### src/rtl/mem_port_arbiter.sv
// mem_port_arbiter: one single-ported memory shared by the fetch (IF) and data (MEM) ports, data first.
// Define MEM_ARB_STARVE_EN to force a fetch grant after STARVE_LIM consecutive fetch losses.
module mem_port_arbiter #(
  parameter int AW = 10,
  parameter int DW = 32,
  parameter int LAT = 1,
  parameter int STARVE_LIM = 4
) (
  input  logic          clock_i,
  input  logic          reset_i,
  input  logic          if_req_i,
  input  logic [AW-1:0] if_addr_i,
  output logic [DW-1:0] if_rdata_o,
  output logic          if_ready_o,
  input  logic          d_req_i,
  input  logic          d_we_i,
  input  logic [AW-1:0] d_addr_i,
  input  logic [DW-1:0] d_wdata_i,
  output logic [DW-1:0] d_rdata_o,
  output logic          d_ready_o,
  output logic          mem_en_o,
  output logic          mem_we_o,
  output logic [AW-1:0] mem_addr_o,
  output logic [DW-1:0] mem_wdata_o,
  input  logic [DW-1:0] mem_rdata_i,
  output logic          busy_o
);
  localparam int CW = $clog2(LAT + 1);
  typedef enum logic [1:0] {IDLE, ISSUE, WAIT, DONE} state_e;
  state_e state_q, state_d;
  logic [CW-1:0] cnt_q, cnt_d;
  logic dsel_q, dsel_d, we_q, we_d;
  logic [AW-1:0] addr_q, addr_d;
  logic [DW-1:0] wdata_q, wdata_d, if_rdata_q, d_rdata_q;
  logic mem_en_q, mem_we_q, if_ready_q, d_ready_q, busy_q;
  logic force_f, grant_d, grant_f, capture;
  assign grant_d = d_req_i && !force_f;
  assign grant_f = if_req_i && !grant_d;
  assign capture = state_q == WAIT && cnt_q == CW'(1) && !we_q;
`ifdef MEM_ARB_STARVE_EN
  localparam int SW = $clog2(STARVE_LIM + 1);
  logic [SW-1:0] starve_q, starve_d;
  assign force_f = if_req_i && starve_q == SW'(STARVE_LIM);
  always_comb begin
    starve_d = starve_q;
    if (state_q == IDLE)
      starve_d = grant_f ? '0 :
                 (grant_d && if_req_i && starve_q != SW'(STARVE_LIM)) ? starve_q + SW'(1) : starve_q;
  end
  always_ff @(posedge clock_i) begin
    if (!reset_i) starve_q <= '0;
    else starve_q <= starve_d;
  end
`else
  logic unused_starve_lim;
  assign unused_starve_lim = |STARVE_LIM;
  assign force_f = 1'b0;
`endif
  always_comb begin
    state_d = state_q;
    cnt_d = cnt_q;
    dsel_d = dsel_q;
    we_d = we_q;
    addr_d = addr_q;
    wdata_d = wdata_q;
    case (state_q)
      IDLE: if (grant_d || grant_f) begin
        state_d = ISSUE;
        dsel_d = grant_d;
        we_d = grant_d && d_we_i;
        addr_d = grant_d ? d_addr_i : if_addr_i;
        wdata_d = d_wdata_i;
      end
      ISSUE: begin
        cnt_d = CW'(LAT);
        state_d = WAIT;
      end
      WAIT: begin
        cnt_d = cnt_q - CW'(1);
        state_d = cnt_q == CW'(1) ? DONE : WAIT;
      end
      default: state_d = IDLE;
    endcase
  end
  // Outputs are registered from next state so they line up with the state they describe.
  always_ff @(posedge clock_i) begin
    if (!reset_i) begin
      state_q <= IDLE;
      cnt_q <= '0;
      dsel_q <= 1'b0;
      we_q <= 1'b0;
      addr_q <= '0;
      wdata_q <= '0;
      if_rdata_q <= '0;
      d_rdata_q <= '0;
      mem_en_q <= 1'b0;
      mem_we_q <= 1'b0;
      if_ready_q <= 1'b0;
      d_ready_q <= 1'b0;
      busy_q <= 1'b0;
    end else begin
      state_q <= state_d;
      cnt_q <= cnt_d;
      dsel_q <= dsel_d;
      we_q <= we_d;
      addr_q <= addr_d;
      wdata_q <= wdata_d;
      if (capture && dsel_q) d_rdata_q <= mem_rdata_i;
      if (capture && !dsel_q) if_rdata_q <= mem_rdata_i;
      mem_en_q <= state_d == ISSUE;
      mem_we_q <= state_d == ISSUE && we_d;
      if_ready_q <= state_d == DONE && !dsel_d;
      d_ready_q <= state_d == DONE && dsel_d;
      busy_q <= state_d != IDLE;
    end
  end
  assign if_rdata_o = if_rdata_q;
  assign if_ready_o = if_ready_q;
  assign d_rdata_o = d_rdata_q;
  assign d_ready_o = d_ready_q;
  assign mem_en_o = mem_en_q;
  assign mem_we_o = mem_we_q;
  assign mem_addr_o = addr_q;
  assign mem_wdata_o = wdata_q;
  assign busy_o = busy_q;
endmodule

### config.mk
export PLATFORM = sky130hd
export DESIGN_NAME = mem_port_arbiter
export DESIGN_NICKNAME = d
export VERILOG_FILES = /design/src/rtl/mem_port_arbiter.sv
export SDC_FILE = /design/constraint.sdc
export NUM_CORES = 1
export LEC_CHECK = 0
export CORE_AREA = 3 3 130 82
export DETAILED_ROUTE_END_ITERATION = 12
export DIE_AREA = 0 0 133 85
export PLACE_DENSITY_LB_ADDON = 0.08
export SKIP_LAST_GASP = 1
export SYNTH_ARGS = -nofsm -noshare
export SYNTH_HDL_FRONTEND = slang
export SYNTH_SLANG_ARGS = --single-unit
### constraint.sdc
create_clock -name clock_i -period 3.55 [get_ports clock_i]
set_clock_uncertainty 0.05 [all_clocks]
set_input_delay 0.355 -clock clock_i [delete_from_list [all_inputs] [get_ports clock_i]]
set_output_delay 0.355 -clock clock_i [all_outputs]
set_load 0.1 [all_outputs]
==> results of run 1 <==
==> logic make-up (layout without fill, tap and decap cells) <==
group / count (synthesis) / after routing / synth area share, %
fa+ha+maj: 3 / 3 / 0.8991
buf+inv: 42 / 238 / 4.405
mux: 10 / 10 / 2.397
flops: 116 / 116 / 55.62
simple gates: 182 / 182 / 19.21
compound gates: 114 / 114 / 17.47
==> metrics by stage <==
step | setup slack (ns) | instance area [um^2] | utilization (%) | power (uW) | instances
final | 1.230 | 6844 | 71.04 | 5866 | 798
after global routing | 1.179 | 6844 | 71.04 | 6114 | 798
after CTS | 1.217 | 6844 | 71.04 | 5914 | 798
after detailed placement | 1.140 | 6221 | 64.57 | 4114 | 766
after global placement | 1.218 | 6221 | 64.57 | 4084 | 766
after floorplan | 2.062 | 4175 | - | 3526 | 467
==> routing by layer <==
layer,vias up,wire length [um],GRT usage [%]
met3,8,986,9.242
met2,127,5371,33.70
met5,-,0,0
met4,0,102,6.415
met1,1750,5106,25.65
li1,1965,-,-
==> Yosys cell counts, types with 3 or more instances <==
library cell	count	share of area, %
nand3_1	64	7.7
clkbuf_1	18	1.6
dfxtp_1	116	56
buf_2	18	2.2
o211a_1	10	2.4
mux2i_1	10	2.4
a21boi_1	32	5.8
o21ai_1	43	5.2
o21ai_0	22	2.6
ha_1	3	0.90
nand2_1	107	9.6
nor2b_1	3	0.45
==> layout make-up <==
class	count	area [um^2]	share of cell area, %
Sequential cell	116	2322	33.93
Timing Repair Buffer	203	2032	29.69
Clock inverter	14	183.9	2.687
Inverter	3	11.26	0.1645
Tap cell	135	168.9	2.468
Clock buffer	18	439.2	6.417
Multi-Input combinational cell	309	1687	24.64
==> worst paths after layout <==
path / startpoint / slack (ns) / depth (start not counted) / to
max: mem_wdata_o[28] / 1.23 / 1 / mem_wdata_o[28]
min: if_rdata_o[7] / 0.40 / 2 / if_rdata_o[7]
max reg2reg: state_q[0] / 1.46 / 5 / if_rdata_o[4]
min reg2reg: if_rdata_o[7] / 0.40 / 2 / if_rdata_o[7]
==> sequential cells by signal (all words and copies together), names as in the netlist <==
signal and count:
dsel_q 1, we_q 1, d_ready_o 1, if_rdata_o 32, d_rdata_o 32, mem_we_o 1
cnt_q 1, busy_o 1, state_q 2, mem_en_o 1, mem_wdata_o 32, if_ready_o 1
mem_addr_o 10
==> power by group through the flow <==
stage,Combinational (uW),Sequential (uW),Clock (uW)
floorplan,545,2980,0
global route,2570,1660,1880
CTS,2470,1630,1810
detailed placement,2460,1660,0
global placement,2430,1660,0
finish,2450,1630,1780
==> impl_metrics.tcl, run 1 <==
set metrics [dict create \
    status "finished, final reports clean" \
    post_cts_buffers 0 \
    totalWireLength_mm 11.57 \
    drive_above_1_share_pct 6.486 \
    cp.required_ns 3.14 \
    endpoint_kind "output pin" \
    worst-path-buf-inv 1 \
    netlist_area_um2 4175 \
    netlist_instances 467 \
    tightest_slew_ns 1.017 \
    clockPowerShare_pct 30.3 \
    area_growth_pct 63.92 \
    rows 28 \
    cts_made_buffers 17 \
    critical_path.cell_chain "clkdlybuf4s50_1" \
    clockBufferDepth 2 \
    firstDrtPassIters 4 \
    maxCapViolCount 0 \
    portBuffers 199 \
    p_leak_uw 0.002650 \
    ys.flop_type "dfxtp_1" \
    fin_crit_sh_pct 65.34 \
    setup_viol 0 \
    io_pins 200 \
    htree_levels 4 \
    drc 0 \
    intPower_uw 3293 \
    gp_congestion 0.8089 \
    synth_fp_nets 559 \
    synth_seq_cells 116 \
    grt_pass1_vias 3805 \
    path_clk_slew_ns 0.05 \
    nets 742 \
    postCtsHoldBufs 0 \
    hold_violations 0 \
    n_fill_cell 752 \
    coreArea_um2 9634 \
    synth-async-reset-ratio_pct 0 \
    antenna_found_initial 0 \
    p_per_area_nw_per_um2 857.1 \
    relSlewSlack_pct 31.98 \
    comb_power_share_pct 41.8 \
    fin_crit_ns 2.320 \
    vias 3850 \
    rsz0062_at_grt "false" \
    synth_warnings 0 \
    synth-edff-count 0 \
    layout_commonest_cell "clkdlybuf4s50_1" \
    syn_avg_cell_area_um2 8.941 \
    grt_max_degree 75 \
    holdWs_ns 0.4024 \
    start_util_pct 43.34 \
    cts_tree "built" \
    crit_type "reg -> out" \
    cpPeakStageDelay_ns 1.16 \
    slowest_stage "clkdlybuf4s50_1" \
    n_antenna_cell 0 \
    wl_per_cell_um 14.49 \
    crit_path_max_fanout 2 \
    slew_violations 0 \
    grt_pass1_wl_mm 19.09 \
    synth.distinct_cells 31 \
    dieWidth_um 133 \
    drt_first_iter_violations 117 \
    post_cts_resized 0 \
    yosysSeqAreaShare_pct 55.62 \
    swShare_pct 43.86 \
    via_per_inst 4.825 \
    pwr-share-seq_pct 27.8 \
    ir_worst_vdd_mv 0.5365 \
    cts-root-buf "clkbuf_16" \
    start_kind "flop" \
    grt-ovfl-total 0 \
    dieArea_um2 11310 \
    clock_latency_ns 0.40 \
    setup_tns_ns 0 \
    path_delay_family "buffers and inverters" \
    hold_path.class "reg -> reg" \
    ant_nets 0 \
    worstPathArrival_ns 1.91 \
    hpwl_mm 7.873 \
    final_cell_mix "198 x clkdlybuf4s50_1, 116 x dfxtp_1, 107 x nand2_1, 64 x nand3_1, 43 x o21ai_1" \
    switching_power_uw 2573 \
    fmax_mhz 431.1 \
    grt_usage_pct 20.99 \
    clock_sinks 116 \
    die_y_um 85 \
]
(Power assumes the default switching activity.)
==> run 2: changes to the inputs <==
--- a/config.mk
+++ b/config.mk
@@ -5,9 +5,9 @@
 export SDC_FILE = /design/constraint.sdc
 export NUM_CORES = 1
 export LEC_CHECK = 0
-export CORE_AREA = 3 3 130 82
+export CORE_AREA = 3 3 135 85
 export DETAILED_ROUTE_END_ITERATION = 12
-export DIE_AREA = 0 0 133 85
+export DIE_AREA = 0 0 138 88
 export PLACE_DENSITY_LB_ADDON = 0.08
 export SKIP_LAST_GASP = 1
 export SYNTH_ARGS = -nofsm -noshare
==> constraint.sdc (replaced) <==
create_clock -name clock_i -period 2.3 [get_ports clock_i]
set_clock_uncertainty 0.05 [all_clocks]
set_input_delay 0.23 -clock clock_i [delete_from_list [all_inputs] [get_ports clock_i]]
set_output_delay 0.23 -clock clock_i [all_outputs]
set_load 0.1 [all_outputs]
==> impl_metrics.tcl, run 2 (same netlist as run 1, synthesis figures left out) <==
set metrics [dict create \
    final_cell_mix "118 x buf_4, 116 x dfxtp_1, 107 x nand2_1, 87 x clkdlybuf4s50_1, 64 x nand3_1" \
    grt.busiest_layer "met2" \
    hpwl_mm 8.274 \
    hold_violations 0 \
    p_leak_uw 0.002867 \
    ant_nets 0 \
    setup_viol 0 \
    instances_no_fill 805 \
    dp.cells 774 \
    grt_pass1_wl_mm 18.62 \
    coreArea_um2 10380 \
    crit_type "reg -> reg" \
    cp.required_ns 2.50 \
    cts_made_buffers 17 \
    grt_pass1_vias 3864 \
    grt_max_degree 65 \
    final_util_pct 63.19 \
    io_pins 200 \
    grt_usage_pct 18.99 \
    tightest_slew_ns 0.8715 \
    p_total_uw 8765 \
    globalRouteMet2Util_pct 31.33 \
    p_per_area_nw_per_um2 1337 \
    nets 746 \
    gr-usage-met3_pct 7.365 \
    hold_path.class "in -> reg" \
    path_clk_slew_ns 0.05 \
    antenna_found_initial 0 \
    drc 0 \
    die_y_um 88 \
    fin_crit_sh_pct 89.74 \
    endpoint_kind "flop" \
    worstPathArrival_ns 2.27 \
    clockBufferDepth 2 \
    wl_per_cell_um 14.36 \
    grt-ovfl-total 0 \
    rows 29 \
    gp_congestion 0.7475 \
    critical_path.cell_chain "inv_1, ha_1, nand4bb_4, nand3_1, o21ai_1" \
    post_cts_buffers 0 \
    firstDrtPassIters 4 \
    fmax_mhz 484.5 \
    cts_tree "built" \
    cpPeakStageDelay_ns 0.71 \
    start_util_pct 40.23 \
    area_growth_pct 57.06 \
    grt_use_met1_pct 23.07 \
    maxCapViolCount 0 \
    dieArea_um2 12140 \
    clock_sinks 116 \
    fin_crit_ns 2.064 \
    clock_latency_ns 0.40 \
    slew_violations 0 \
    n_antenna_cell 0 \
    htree_levels 4 \
    postCtsHoldBufs 0 \
    ir_worst_vdd_mv 0.8379 \
    post_cts_resized 0 \
    holdWs_ns 0.1926 \
    rsz0062_at_grt "false" \
    cts-root-buf "clkbuf_16" \
    relSlewSlack_pct 41.77 \
    drt_first_iter_violations 106 \
    setup_tns_ns 0 \
    portBuffers 199 \
    start_kind "flop" \
    dieWidth_um 138 \
    crit_path_max_fanout 64 \
    totalWireLength_mm 11.56 \
    status "finished, final reports clean" \
    layout_commonest_cell "buf_4" \
    vias 3865 \
    slowest_stage "nand4bb_4" \
    via_per_inst 4.801 \
    drive_above_1_share_pct 23.42 \
]
run 2: cell types whose count changed in the layout (fill, tap and decap cells not counted), sizes merged:
cell           previous run  this run
clkbuf                   18        20
clkinv                    5         7
clkinvlp                  4         2
inv                       4         3
buf                       5       120
bufinv                    4         2
clkdlybuf4s50           198        87
run 2: critical path: cells and delay by family, from the launching register on:
kind                       cells  cell delay (ns)
AOI/OAI and AO/OA              1             0.10
adders and majority gates      1             0.29
buffers and inverters          1             0.08
DFF                            1             0.32
and+or+nand+nor                2             1.05
run 2: worst paths after layout:
path	startpoint	end	slack [ns]	depth (start not counted)
max	state_q[0]	if_rdata_o[21]	0.24	5
min reg2reg	mem_wdata_o[24]	mem_wdata_o[24]	0.40	2
max reg2reg	state_q[0]	if_rdata_o[21]	0.24	5
min	reset_i	mem_addr_o[5]	0.19	2
run 2: layout make-up:
| type | count | area (um^2) |
|---|---|---|
| tap | 139 | 173.9 |
| clock inverter | 11 | 110.1 |
| clock buffer | 20 | 456.7 |
| multi-input combinational | 309 | 1687 |
| timing repair buffer | 207 | 1797 |
| fill | 899 | 3820 |
| sequential | 116 | 2322 |
| inverter | 3 | 11.26 |
run 2: metal layers:
metal / wire (um) / vias to the layer above
met3: 923 / 8
met4: 99 / 0
met1: 5140 / 1752
li1: - / 1976
met5: 0 / -
met2: 5398 / 129
run 2: per-stage QoR:
step	instance area, um^2	setup WS, ns
2_1_floorplan	4175	0.8117
3_3_place_gp	5991	0.3354
3_5_place_dp	5991	0.2496
4_1_cts	6558	0.2264
5_1_grt	6558	0.07774
6_report	6558	0.2361
run 2: where the power goes:
group          internal (uW)  switching, uW  leakage, uW
clock network           1630            864     0.000281
logic                    853           2900      0.00164
registers               2340            184     0.000945
total                   4820           3940      0.00287
==> run 3: changes to the inputs <==
--- a/config.mk
+++ b/config.mk
@@ -8,6 +8,7 @@
 export CORE_AREA = 3 3 135 85
 export DETAILED_ROUTE_END_ITERATION = 12
 export DIE_AREA = 0 0 138 88
+export GPL_TIMING_DRIVEN = 0
 export PLACE_DENSITY_LB_ADDON = 0.08
 export SKIP_LAST_GASP = 1
 export SYNTH_ARGS = -nofsm -noshare
==> impl_metrics.tcl, run 3 (same netlist as run 1, synthesis figures left out) <==
set metrics [dict create \
    postCtsHoldBufs 0 \
    via_per_inst 4.994 \
    cp.required_ns 2.02 \
    hold_path.class "in -> reg" \
    hold_violations 0 \
    slowest_stage "clkdlybuf4s50_1" \
    maxCapViolCount 0 \
    start_util_pct 40.23 \
    clock_sinks 116 \
    htree_levels 4 \
    vias 4175 \
    area_growth_pct 64.94 \
    finalWorstSetupSlack_ns 0.09951 \
    clockBufferDepth 2 \
    dp.cells 804 \
    ir_worst_vdd_mv 0.9800 \
    rows 29 \
    grt_pass1_wl_mm 20.98 \
    critical_path.cell_chain "clkdlybuf4s50_1" \
    dieWidth_um 138 \
    n_fill_cell 873 \
    crit_type "reg -> out" \
    io_pins 200 \
    hpwl_mm 9.751 \
    clock_latency_ns 0.40 \
    p_per_area_nw_per_um2 1286 \
    instances_no_fill 836 \
    antenna_found_initial 0 \
    totalWireLength_mm 13.34 \
    portBuffers 198 \
    post_cts_resized 0 \
    pwr-share-seq_pct 28.4 \
    drive_above_1_share_pct 7.604 \
    worstPathArrival_ns 1.92 \
    place_area_um2 6331 \
    dieArea_um2 12140 \
    rsz0062_at_grt "false" \
    path_delay_family "buffers and inverters" \
    post_cts_buffers 0 \
    clockPowerShare_pct 27.7 \
    crit_path_max_fanout 2 \
    cts_tree "built" \
    swShare_pct 45.18 \
    grt-ovfl-total 0 \
    status "finished, final reports clean" \
    relSlewSlack_pct 30.83 \
    ant_nets 0 \
    grt_pass1_vias 4164 \
    layout_commonest_cell "clkdlybuf4s50_1" \
    switching_power_uw 4000 \
    worst-path-buf-inv 1 \
    nets 776 \
    fin_crit_sh_pct 95.67 \
    cts-root-buf "clkbuf_16" \
    comb_power_share_pct 43.8 \
    slew_violations 0 \
    firstDrtPassIters 4 \
    tightest_slew_ns 1.034 \
    intPower_uw 4853 \
    drt_first_iter_violations 210 \
    cpPeakStageDelay_ns 1.15 \
    grt_max_degree 17 \
    wl_per_cell_um 15.95 \
    coreArea_um2 10380 \
    cts_made_buffers 17 \
    die_y_um 88 \
    p_leak_uw 0.002694 \
    fmax_mhz 454.4 \
    p_total_uw 8853 \
    start_kind "flop" \
    grt_usage_pct 21.60 \
    final_cell_area_um2 6887 \
    fin_crit_ns 2.200 \
    endpoint_kind "output pin" \
    setup_viol 0 \
    setup_tns_ns 0 \
    drc 0 \
    path_clk_slew_ns 0.05 \
    gp_congestion 0.8015 \
    final_cell_mix "198 x clkdlybuf4s50_1, 116 x dfxtp_1, 107 x nand2_1, 64 x nand3_1, 43 x o21ai_1" \
    n_antenna_cell 0 \
    dpl_worst_slack_ns 0.4745 \
]
-- run 3: area by class of cell --
class	instances	area [um^2]	area share [%]
flip-flops and latches	116	2322	33.72
inverters	3	11.26	0.1635
plain buffers	39	172.7	2.507
repair buffers	198	1982	28.78
clock inverters	10	81.33	1.181
multi-input cells	309	1669	24.24
clock buffers	22	474.2	6.886
well taps	139	173.9	2.525
-- run 3: final timing paths --
path	from	cells after the start	slack, ns	endpoint
min reg2reg	mem_wdata_o[3]	2	0.40	mem_wdata_o[3]
min	reset_i	2	0.19	state_q[1]
max reg2reg	state_q[0]	6	0.53	if_rdata_o[28]
max	d_rdata_o[27]	1	0.1	d_rdata_o[27]
-- run 3: power by group through the flow --
stage	combinational (uW)	clock, uW	sequential [uW]
2_1_floorplan	841	0	4600
3_3_place_gp	3850	0	2540
3_5_place_dp	3890	0	2550
4_1_cts	3910	2480	2510
5_1_grt	4080	2590	2550
6_report	3880	2460	2520
-- run 3: routing by layer --
| metal | routed length, um | vias up | track usage [%] |
|---|---|---|---|
| met5 | 0 | - | 0 |
| met4 | 74 | 0 | 5.740 |
| met3 | 904 | 7 | 7.583 |
| met2 | 6096 | 163 | 34.60 |
| met1 | 6258 | 1969 | 28.23 |
| li1 | - | 2036 | - |
-- run 3: per-stage QoR --
step,hold slack [ns],utilization [%]
after floorplan,0.3149,-
after global placement,0.3903,61.01
after detailed placement,0.3952,61.01
after CTS,0.1802,66.36
after global routing,0.1810,66.36
final,0.1895,66.36
